$ cat src/rtl/reg_dump_if.sv
// reg_dump_if: register file read ports plus the valid/ready dump stream
interface reg_dump_if;
  logic [4:0] rfAddr1;
  logic [4:0] rfAddr2;
  logic [31:0] rfData1;
  logic [31:0] rfData2;
  logic [31:0] outData;
  logic [4:0] outAddr;
  logic outValid;
  logic outReady;
  logic outLast;
  modport master (
    output rfAddr1, rfAddr2, outData, outAddr, outValid, outLast,
    input  rfData1, rfData2, outReady
  );
  modport slave (
    input  rfAddr1, rfAddr2, outData, outAddr, outValid, outLast,
    output rfData1, rfData2, outReady
  );
endinterface

$ cat src/rtl/reg_dump_unit.sv
// reg_dump_unit: streams register words START_ADDR..END_ADDR two at a time over valid/ready
// define REG_DUMP_CHECKSUM_EN to append an XOR checksum word carrying outLast
module reg_dump_unit #(
  parameter int START_ADDR = 0,
  parameter int END_ADDR = 31
) (
  input  logic clk,
  input  logic rst,
  input  logic start,
  output logic busy,
  output logic done,
  reg_dump_if.master bus
);
`ifdef REG_DUMP_CHECKSUM_EN
  typedef enum logic [2:0] {IDLE, FETCH, SEND0, SEND1, CSUM, FIN} state_t;
  localparam state_t FINISH = CSUM;
  logic [31:0] csum;
`else
  typedef enum logic [2:0] {IDLE, FETCH, SEND0, SEND1, FIN} state_t;
  localparam state_t FINISH = FIN;
`endif
  localparam logic [4:0] SA = 5'(START_ADDR);
  localparam logic [4:0] EA = 5'(END_ADDR);
  state_t st, nxt;
  logic [4:0] ptr, ptr1;
  logic [31:0] buf0, buf1;
  logic pair_valid, xfer;
  assign ptr1 = ptr + 5'd1;
  assign xfer = bus.outValid & bus.outReady;
  always_ff @(posedge clk)
    if (rst) st <= IDLE;
    else st <= nxt;
  always_comb begin
    nxt = st;
    case (st)
      IDLE: nxt = start ? FETCH : IDLE;
      FETCH: nxt = SEND0;
      SEND0: nxt = !xfer ? SEND0 : pair_valid ? SEND1 : FINISH;
      SEND1: nxt = !xfer ? SEND1 : ptr1 == EA ? FINISH : FETCH;
`ifdef REG_DUMP_CHECKSUM_EN
      CSUM: nxt = xfer ? FIN : CSUM;
`endif
      FIN: nxt = IDLE;
      default: nxt = IDLE;
    endcase
  end
  always_comb begin
    busy = st != IDLE;
    done = st == FIN;
    bus.rfAddr1 = ptr;
    bus.rfAddr2 = ptr1;
    bus.outAddr = st == SEND0 ? ptr : st == SEND1 ? ptr1 : 5'd0;
`ifdef REG_DUMP_CHECKSUM_EN
    bus.outValid = st == SEND0 || st == SEND1 || st == CSUM;
    bus.outData = st == SEND0 ? buf0 : st == SEND1 ? buf1 : st == CSUM ? csum : 32'd0;
    bus.outLast = st == CSUM;
`else
    bus.outValid = st == SEND0 || st == SEND1;
    bus.outData = st == SEND0 ? buf0 : st == SEND1 ? buf1 : 32'd0;
    bus.outLast = (st == SEND0 && ptr == EA) || (st == SEND1 && ptr1 == EA);
`endif
  end
  always_ff @(posedge clk)
    if (rst) begin
      ptr <= 5'd0;
      buf0 <= 32'd0;
      buf1 <= 32'd0;
      pair_valid <= 1'b0;
`ifdef REG_DUMP_CHECKSUM_EN
      csum <= 32'd0;
`endif
    end else begin
      if (st == IDLE && start) ptr <= SA;
      if (st == FETCH) begin
        buf0 <= bus.rfData1;
        buf1 <= bus.rfData2;
        pair_valid <= ptr < EA;
      end
      if (st == SEND1 && xfer && ptr1 != EA) ptr <= ptr + 5'd2;
`ifdef REG_DUMP_CHECKSUM_EN
      if (st == IDLE && start) csum <= 32'd0;
      else if (xfer && (st == SEND0 || st == SEND1)) csum <= csum ^ (st == SEND0 ? buf0 : buf1);
`endif
    end
endmodule

$ cat src/flat_wrapper.sv
// flat-port wrapper written by rule: the top's interface ports become plain ports
module reg_dump_unit_flat 
#(
  parameter int START_ADDR = 0,
  parameter int END_ADDR = 31
)
  (clk, rst, start, busy, done, bus_rfAddr1, bus_rfAddr2, bus_outData, bus_outAddr, bus_outValid, bus_outLast, bus_rfData1, bus_rfData2, bus_outReady);
  reg_dump_if bus_i ();
  input  logic clk;
  input  logic rst;
  input  logic start;
  output logic busy;
  output logic done;
  output wire logic [$bits(bus_i.rfAddr1)-1:0] bus_rfAddr1;
  output wire logic [$bits(bus_i.rfAddr2)-1:0] bus_rfAddr2;
  output wire logic [$bits(bus_i.outData)-1:0] bus_outData;
  output wire logic [$bits(bus_i.outAddr)-1:0] bus_outAddr;
  output wire logic [$bits(bus_i.outValid)-1:0] bus_outValid;
  output wire logic [$bits(bus_i.outLast)-1:0] bus_outLast;
  input wire logic [$bits(bus_i.rfData1)-1:0] bus_rfData1;
  input wire logic [$bits(bus_i.rfData2)-1:0] bus_rfData2;
  input wire logic [$bits(bus_i.outReady)-1:0] bus_outReady;
  assign bus_rfAddr1 = bus_i.rfAddr1;
  assign bus_rfAddr2 = bus_i.rfAddr2;
  assign bus_outData = bus_i.outData;
  assign bus_outAddr = bus_i.outAddr;
  assign bus_outValid = bus_i.outValid;
  assign bus_outLast = bus_i.outLast;
  assign bus_i.rfData1 = bus_rfData1;
  assign bus_i.rfData2 = bus_rfData2;
  assign bus_i.outReady = bus_outReady;
  reg_dump_unit #(.START_ADDR(START_ADDR), .END_ADDR(END_ADDR)) u_core (.clk(clk), .rst(rst), .start(start), .busy(busy), .done(done), .bus(bus_i));
endmodule
$ cat config.mk
export PLATFORM = sky130hd
export DESIGN_NAME = reg_dump_unit_flat
export DESIGN_NICKNAME = d
export VERILOG_FILES = /design/src/rtl/reg_dump_if.sv /design/src/rtl/reg_dump_unit.sv /design/src/flat_wrapper.sv
export SDC_FILE = /design/constraint.sdc
export NUM_CORES = 1
export LEC_CHECK = 0
export CORE_UTILIZATION = 44
export DETAILED_ROUTE_END_ITERATION = 10
export PLACE_DENSITY = 0.76
export SYNTH_ARGS = -nofsm -noshare
export SYNTH_HDL_FRONTEND = slang
export SYNTH_SLANG_ARGS = --single-unit
$ cat constraint.sdc
create_clock -name clk -period 2.19 [get_ports clk]
set_input_delay 0.219 -clock clk [delete_from_list [all_inputs] [get_ports clk]]
set_output_delay 0.219 -clock clk [all_outputs]
set_load 0.005 [all_outputs]
Word-level counts from Yosys, hierarchy flattened

Cells that the tools add are included.

Logic and storage cells: 38
Bits of input ports: 68
Flip-flop bits (word level): 73
Output and inout bits: 51

Reductions and logical operators: 10
Equality and inequality tests: 7
Bitwise operators: 1
Add/sub/neg operators: 2
$lt $le $gt $ge: 1
Muxes and demuxes: 12

Operator list:

| cell                                                             | number |
|---|---|
| 32-bit 2-to-1 mux                                                | 2 |
| 5-bit 2-to-1 mux                                                 | 4 |
| 3-bit 2-to-1 mux                                                 | 4 |
| 3-bit one-hot mux with 4 select lines                            | 1 |
| 5-bit == test (second input constant)                            | 2 |
| 3-bit by 2-bit == test with 1-bit output (second input constant) | 2 |
| 5-bit by 1-bit adder with 5-bit output (second input constant)   | 1 |
| 5-bit by 2-bit adder with 5-bit output (second input constant)   | 1 |
| 1-bit logical AND                                                | 5 |
| 5-bit < comparator (second input constant)                       | 1 |
| 5-bit != test (second input constant)                            | 1 |
| 3-bit by 1-bit == test with 1-bit output (second input constant) | 1 |
| 3-bit == test (second input constant)                            | 1 |
| 3-bit logical NOT                                                | 1 |
| 3-bit nonzero test                                               | 1 |
| 1-bit logical OR                                                 | 2 |
| 2-bit nonzero test                                               | 1 |
| 1-bit bitwise AND                                                | 1 |
| 1-bit 2-to-1 mux                                                 | 1 |

Longest topological paths before layout

Depth after elaboration: 6
Mapped depth: 6
Depth with buffers taken out: 4

Worst setup path after synthesis

Ideal clock, no wire load.

Path type: reg2reg
Start: reg u_core.ptr[4], in the netlist u_core.bus.rfAddr1[4]
End: reg u_core.ptr[4], in the netlist u_core.bus.rfAddr1[4]
Clock period less this slack: 1.696 ns
Cell stages (with the launch flop): 6
Path buffers: 1
Data arrival time: 1.577 ns
Data required time: 2.070 ns
Path slack: 0.494 ns
Setup time: 0.120 ns
Cells stage by stage: dfxtp_1 -> ha_1 -> and4_1 -> clkbuf_1 -> o211a_2 -> a211o_1

Cells in the longest elaborated chain, start to end: 4
Elaborated cells on any way between the ends: 6
Those cells by class: add/sub (2); eq/ne (1); mux (1); reduce/logical (2)

RTL lines:

| item                                                          | line                | source |
|---|---|---|
| start: declaration                                            | reg_dump_unit.sv:25 | `logic [4:0] ptr, ptr1;` |
| start signal: assignment                                      | reg_dump_unit.sv:79 | `if (st == SEND1 && xfer && ptr1 != EA) ptr <= ptr + 5'd2;` |
| 5-bit by 1-bit adder with 5-bit output (*)                    | reg_dump_unit.sv:28 | `assign ptr1 = ptr + 5'd1;` |
| net bus_rfAddr2[4]                                            | flat_wrapper.sv:15  | `output wire logic [$bits(bus_i.rfAddr2)-1:0] bus_rfAddr2;` |
| 5-bit != test (*)                                             | reg_dump_unit.sv:79 |  |
| 1-bit logical AND (*)                                         | reg_dump_unit.sv:79 |  |
| 5-bit 2-to-1 mux / 2-bit nonzero test (equally long branches) | n/a                 |  |

Mark *: on every way through the listed nets, which the timed path passes. The rest lies on a longest branch.
A chain may end at the register's enable or synchronous reset.

Worst setup path after layout

Start: reg u_core.ptr[4], in the netlist u_core.bus.rfAddr1[4]
End: out bus_outLast

Cells in the longest elaborated chain, start to end: 4
Elaborated cells on any way between the ends: 6
Those cells by class: add/sub (1); eq/ne (2); reduce/logical (3)

RTL lines:

| item                                   | line                | source |
|---|---|---|
| 5-bit by 1-bit adder with 5-bit output | reg_dump_unit.sv:28 |  |
| 5-bit == test                          | reg_dump_unit.sv:60 | `bus.outLast = (st == SEND0 && ptr == EA) \|\| (st == SEND1 && ptr1 == EA);` |
| 1-bit logical AND                      | reg_dump_unit.sv:60 |  |
| 1-bit logical OR (*)                   | reg_dump_unit.sv:60 |  |
| end: declaration                       | flat_wrapper.sv:19  | `output wire logic [$bits(bus_i.outLast)-1:0] bus_outLast;` |

Mark *: on every way between the ends. The rest lies on a longest branch, timed or not.

==> results.md <==
- The die is 87.4 µm wide.
- The fraction of post-synthesis cell area in the top cell type by area is 0.449.
- Among all flip-flop cells after synthesis, the most frequent one is sky130_fd_sc_hd__dfxtp_1.
- Along the worst path, the maximum fanout reaches 6.
- Setup repair after global routing left no endpoint under its margin.
- The net count reported at finish is 586.
- The clock passes through at most 2 buffers.
- The fmax is 489 MHz.
- In the final routed layout, each cell accounts on average for 12.8 µm.
- In this run the worst hold path is classified as in2reg.
- The count of mapped cells out of synthesis is between 400 and 500.
- Detailed placement finished with a half-perimeter wire length of 5.46 mm.
- Routed signal wires occupy layers up through met4.
- The commonest non-fill, non-tap cell in the layout is sky130_fd_sc_hd__nand2_1.
- The cell area after placement is between 0.004 and 0.005 mm².
- In the routed design, unresolved DRC markers number 0.
- The largest incremental delay on the critical path is 500 ps.
- The final clock period utilization by the worst path is 0.933.
- The final count of hold timing violations is 0.
- After synthesis, the largest family of logic cells by area is simple AND/OR/NAND/NOR gates.
- The largest total area in the synthesized netlist belongs to sky130_fd_sc_hd__dfxtp_1.
- The number of placement rows is 30.
- Max-cap violations in this run came to 0.
- After synthesis, the share of flip-flops with an asynchronous set or reset is 0.
- Leaving out fill and tap cells, the most frequent cells in the layout are sky130_fd_sc_hd__nand2_1 (128), sky130_fd_sc_hd__clkdlybuf4s50_1 (115), sky130_fd_sc_hd__dfxtp_1 (69), sky130_fd_sc_hd__a21oi_1 (65), sky130_fd_sc_hd__nor2_1 (39).
- The kind of capture point of the worst setup path is an output pin.
- The routed layout has around 3100 vias.
- After clock tree synthesis, the clock-pin slew on the worst setup and hold paths is about 70 ps.
- At the placement stage, the worst setup path has a slack of around 320 ps.
- Of the total synthesized cell area, the portion taken by AND, OR, NAND and NOR gates is 0.247.
- On the final layout, the worst hold slack is 288 ps.
- The flow ran to the end, and the final reports show no timing, DRC or antenna violations.
- Clock tree synthesis selected as its root buffer the cell sky130_fd_sc_hd__clkbuf_8.
- Data on the critical path is required at its endpoint by 1970 ps.
- The critical path in this run is classified as reg2out.
- Summed over all layers, the global routing overflow is 0.
- The CTS buffer count is 9.
- The die height is just under 90 µm.
- Of the cells placed in the final design, the portion with a size suffix greater than 1 is 0.0710.
- On the critical path, the stage with the largest delay is an instance of sky130_fd_sc_hd__clkdlybuf4s50_1.
- The pin count of the biggest net entering global routing is 38.
- The total I/O pin count is between 100 and 150.
- The depth of the CTS H-tree is 3.
- Between clock sinks in the finished design, the worst skew comes to 2.64 ps.
- The total of buffers placed on input and output ports is 116.
- For this run, the register share of the synthesized area comes to 0.449.
- For this configuration, the core starts out at a cell density of 0.464.
- The number of antenna cells inserted is 0.
- After synthesis the netlist holds a flip-flop and latch count of 72.
- The hold buffer count at CTS is 0.
- Of the total synthesized cell area, the portion taken by XOR and XNOR cells is 0.
- The worst voltage drop across the vdd grid is approximately 0.42 mV.
- In this run the static leakage power is roughly 0.0016 µW.
- The first global-routing pass estimated 12.9 mm of wire.
- The routed length on met1 is 3.47 mm.
- The number of antenna violations at the first check in global routing came to 0.
- Clock tree synthesis found a total of between 70 and 80 sinks.
- The post-route minimum period is approximately 2000 ps.
- The number of max-slew violations in the final report was 0.
- Summing every instance area after synthesis gives about 0.0032 mm².
- The synthesis-to-finish area growth is 43.3%.
- The Yosys warning count is 0.
- The final layout contains routed wiring with a total length of between 7 and 8 mm.
- In the detailed route, the total length drawn on met2 is 3.88 mm.
- Adding up every negative setup slack in the final design gives 0 ps.
- The number of DRC violations after detailed-routing iteration 0 is 94.
- The complex-gate fraction of the synthesized area is 0.124.
- Traced cell by cell, the critical path runs through ha_4, and4_4, mux2i_1, nor2_1, clkdlybuf4s50_1.
- By area the synthesized netlist is led by sky130_fd_sc_hd__dfxtp_1 (45%), sky130_fd_sc_hd__nand2_1 (15%), sky130_fd_sc_hd__mux2i_1 (11%), sky130_fd_sc_hd__a21oi_1 (10%), sky130_fd_sc_hd__nor2_1 (4.6%).
- The worst setup margin is 147 ps.
- Setup violations remaining at the end of the flow were counted as 0.
- The count of flip-flops with a built-in enable after synthesis is 0.
- Dividing the detail-routed via count by the number of cells gives 4.94.
- The power density normalized to cell area is 661 mW/mm².
- After floorplanning, the core was sized to cover between 0.006 and 0.007 mm².
- At the later pin of the worst-skew pair, clock insertion delay measures 330 ps.
- The pre-antenna-repair detailed-routing pass consisted of 5 iterations.
- The data arrival time of the worst path is 1820 ps.
- The utilization of the core after routing is 0.666.
- The global placement routability congestion is just under 0.8.
- Across every metal layer, demand over resource in global routing totals 0.218.
- The overall die area is 0.00764 mm².
- Detailed routing placed a total of roughly 420 µm of wire on met3.
- The average cell area after synthesis is 7.75 µm².
- Fill cells in the final layout number 608.
- The count of nets left with antenna violations once routing finished came out at 0.
- TritonCTS built the clock tree.
- The via count of the first global-routing pass came to about 2900.
- The multiplexer area fraction after synthesis is 0.110.
- Of the total synthesized cell area, the portion taken by full adders, half adders and majority gates is 0.00780.
- The number of different library cells used by synthesis comes to 39.
- The summed area of non-filler cells in the final layout is roughly 0.0046 mm².
- The sort of element at the start of the critical path is a register.
[critical path: cells and delay by family (launching register included)]
family	cells	cell delay, ps
simple gates	2	360
mux	1	80
flops	1	390
fa+ha+maj	1	160
buf+inv	1	500
[registers in the layout, summed over array words and instances, names as in the netlist]
signal / cells
u_core.st: 3
u_core.buf1: 32
u_core.bus.rfAddr1: 4
u_core.buf0: 32
u_core.pair_valid: 1
[worst paths after layout]
kind,startpoint,end,slack [ps],cells past startpoint
max reg2reg,u_core.st[2],u_core.bus.rfAddr1[4],640,4
max,u_core.bus.rfAddr1[4],bus_outLast,150,5
min reg2reg,u_core.buf1[23],u_core.buf1[23],450,2
min,rst,u_core.pair_valid,290,2
[cells by family (layout without fill, tap and decap cells)]
logic type	Yosys count	count (layout)
AOI/OAI and AO/OA	74	74
adders and majority gates	2	2
buffers and inverters	40	146
DFF	72	72
muxes	35	35
other	2	3
and+or+nand+nor	189	189
[final cells by class]
| class | count | area, µm² | share of cell area |
|---|---|---|---|
| clock inverters | 4 | 20.0 | 0.00435 |
| inverters | 2 | 7.51 | 0.00163 |
| multi-input cells | 303 | 1600 | 0.348 |
| clock buffers | 12 | 145 | 0.0316 |
| flip-flops and latches | 72 | 1450 | 0.315 |
| repair buffers | 128 | 1260 | 0.274 |
| well taps | 96 | 120 | 0.0261 |
[synthesized netlist by cell type, drive strengths merged, types with 2 or more instances]
master,n
a21oi,65
conb,2
clkbuf,20
a211o,2
ha,2
nor2,39
dfxtp,72
nand2b,3
buf,18
nor3b,2
mux2i,34
and2,3
nand2,128
inv,2
nor4b,2
[power breakdown]
group | internal, µW | leakage [µW] | switching (µW)
combinational | 329 | 0.000969 | 333
clock | 435 | 0.0000899 | 451
sequential | 1420 | 0.000588 | 72.3
[per-layer routing]
layer,vias to the layer above,global-route usage
met4,0,0.0894
met2,90,0.375
met5,-,0
li1,1553,-
met3,9,0.0512
met1,1399,0.260
[stage by stage]
stage | cells | total power (µW)
floorplan | 415 | 1910
global placement | 601 | 2170
detailed placement | 601 | 2180
CTS | 617 | 3070
global route | 617 | 3220
finish | 617 | 3040
[repair_timing]
item / in CTS / in global routing
resized for setup: 2 / 4
setup buffers: 0 / 0
setup endpoints to repair: 1 / 37
pin swaps: 1 / 0
Power figures use the tool's default switching activity.
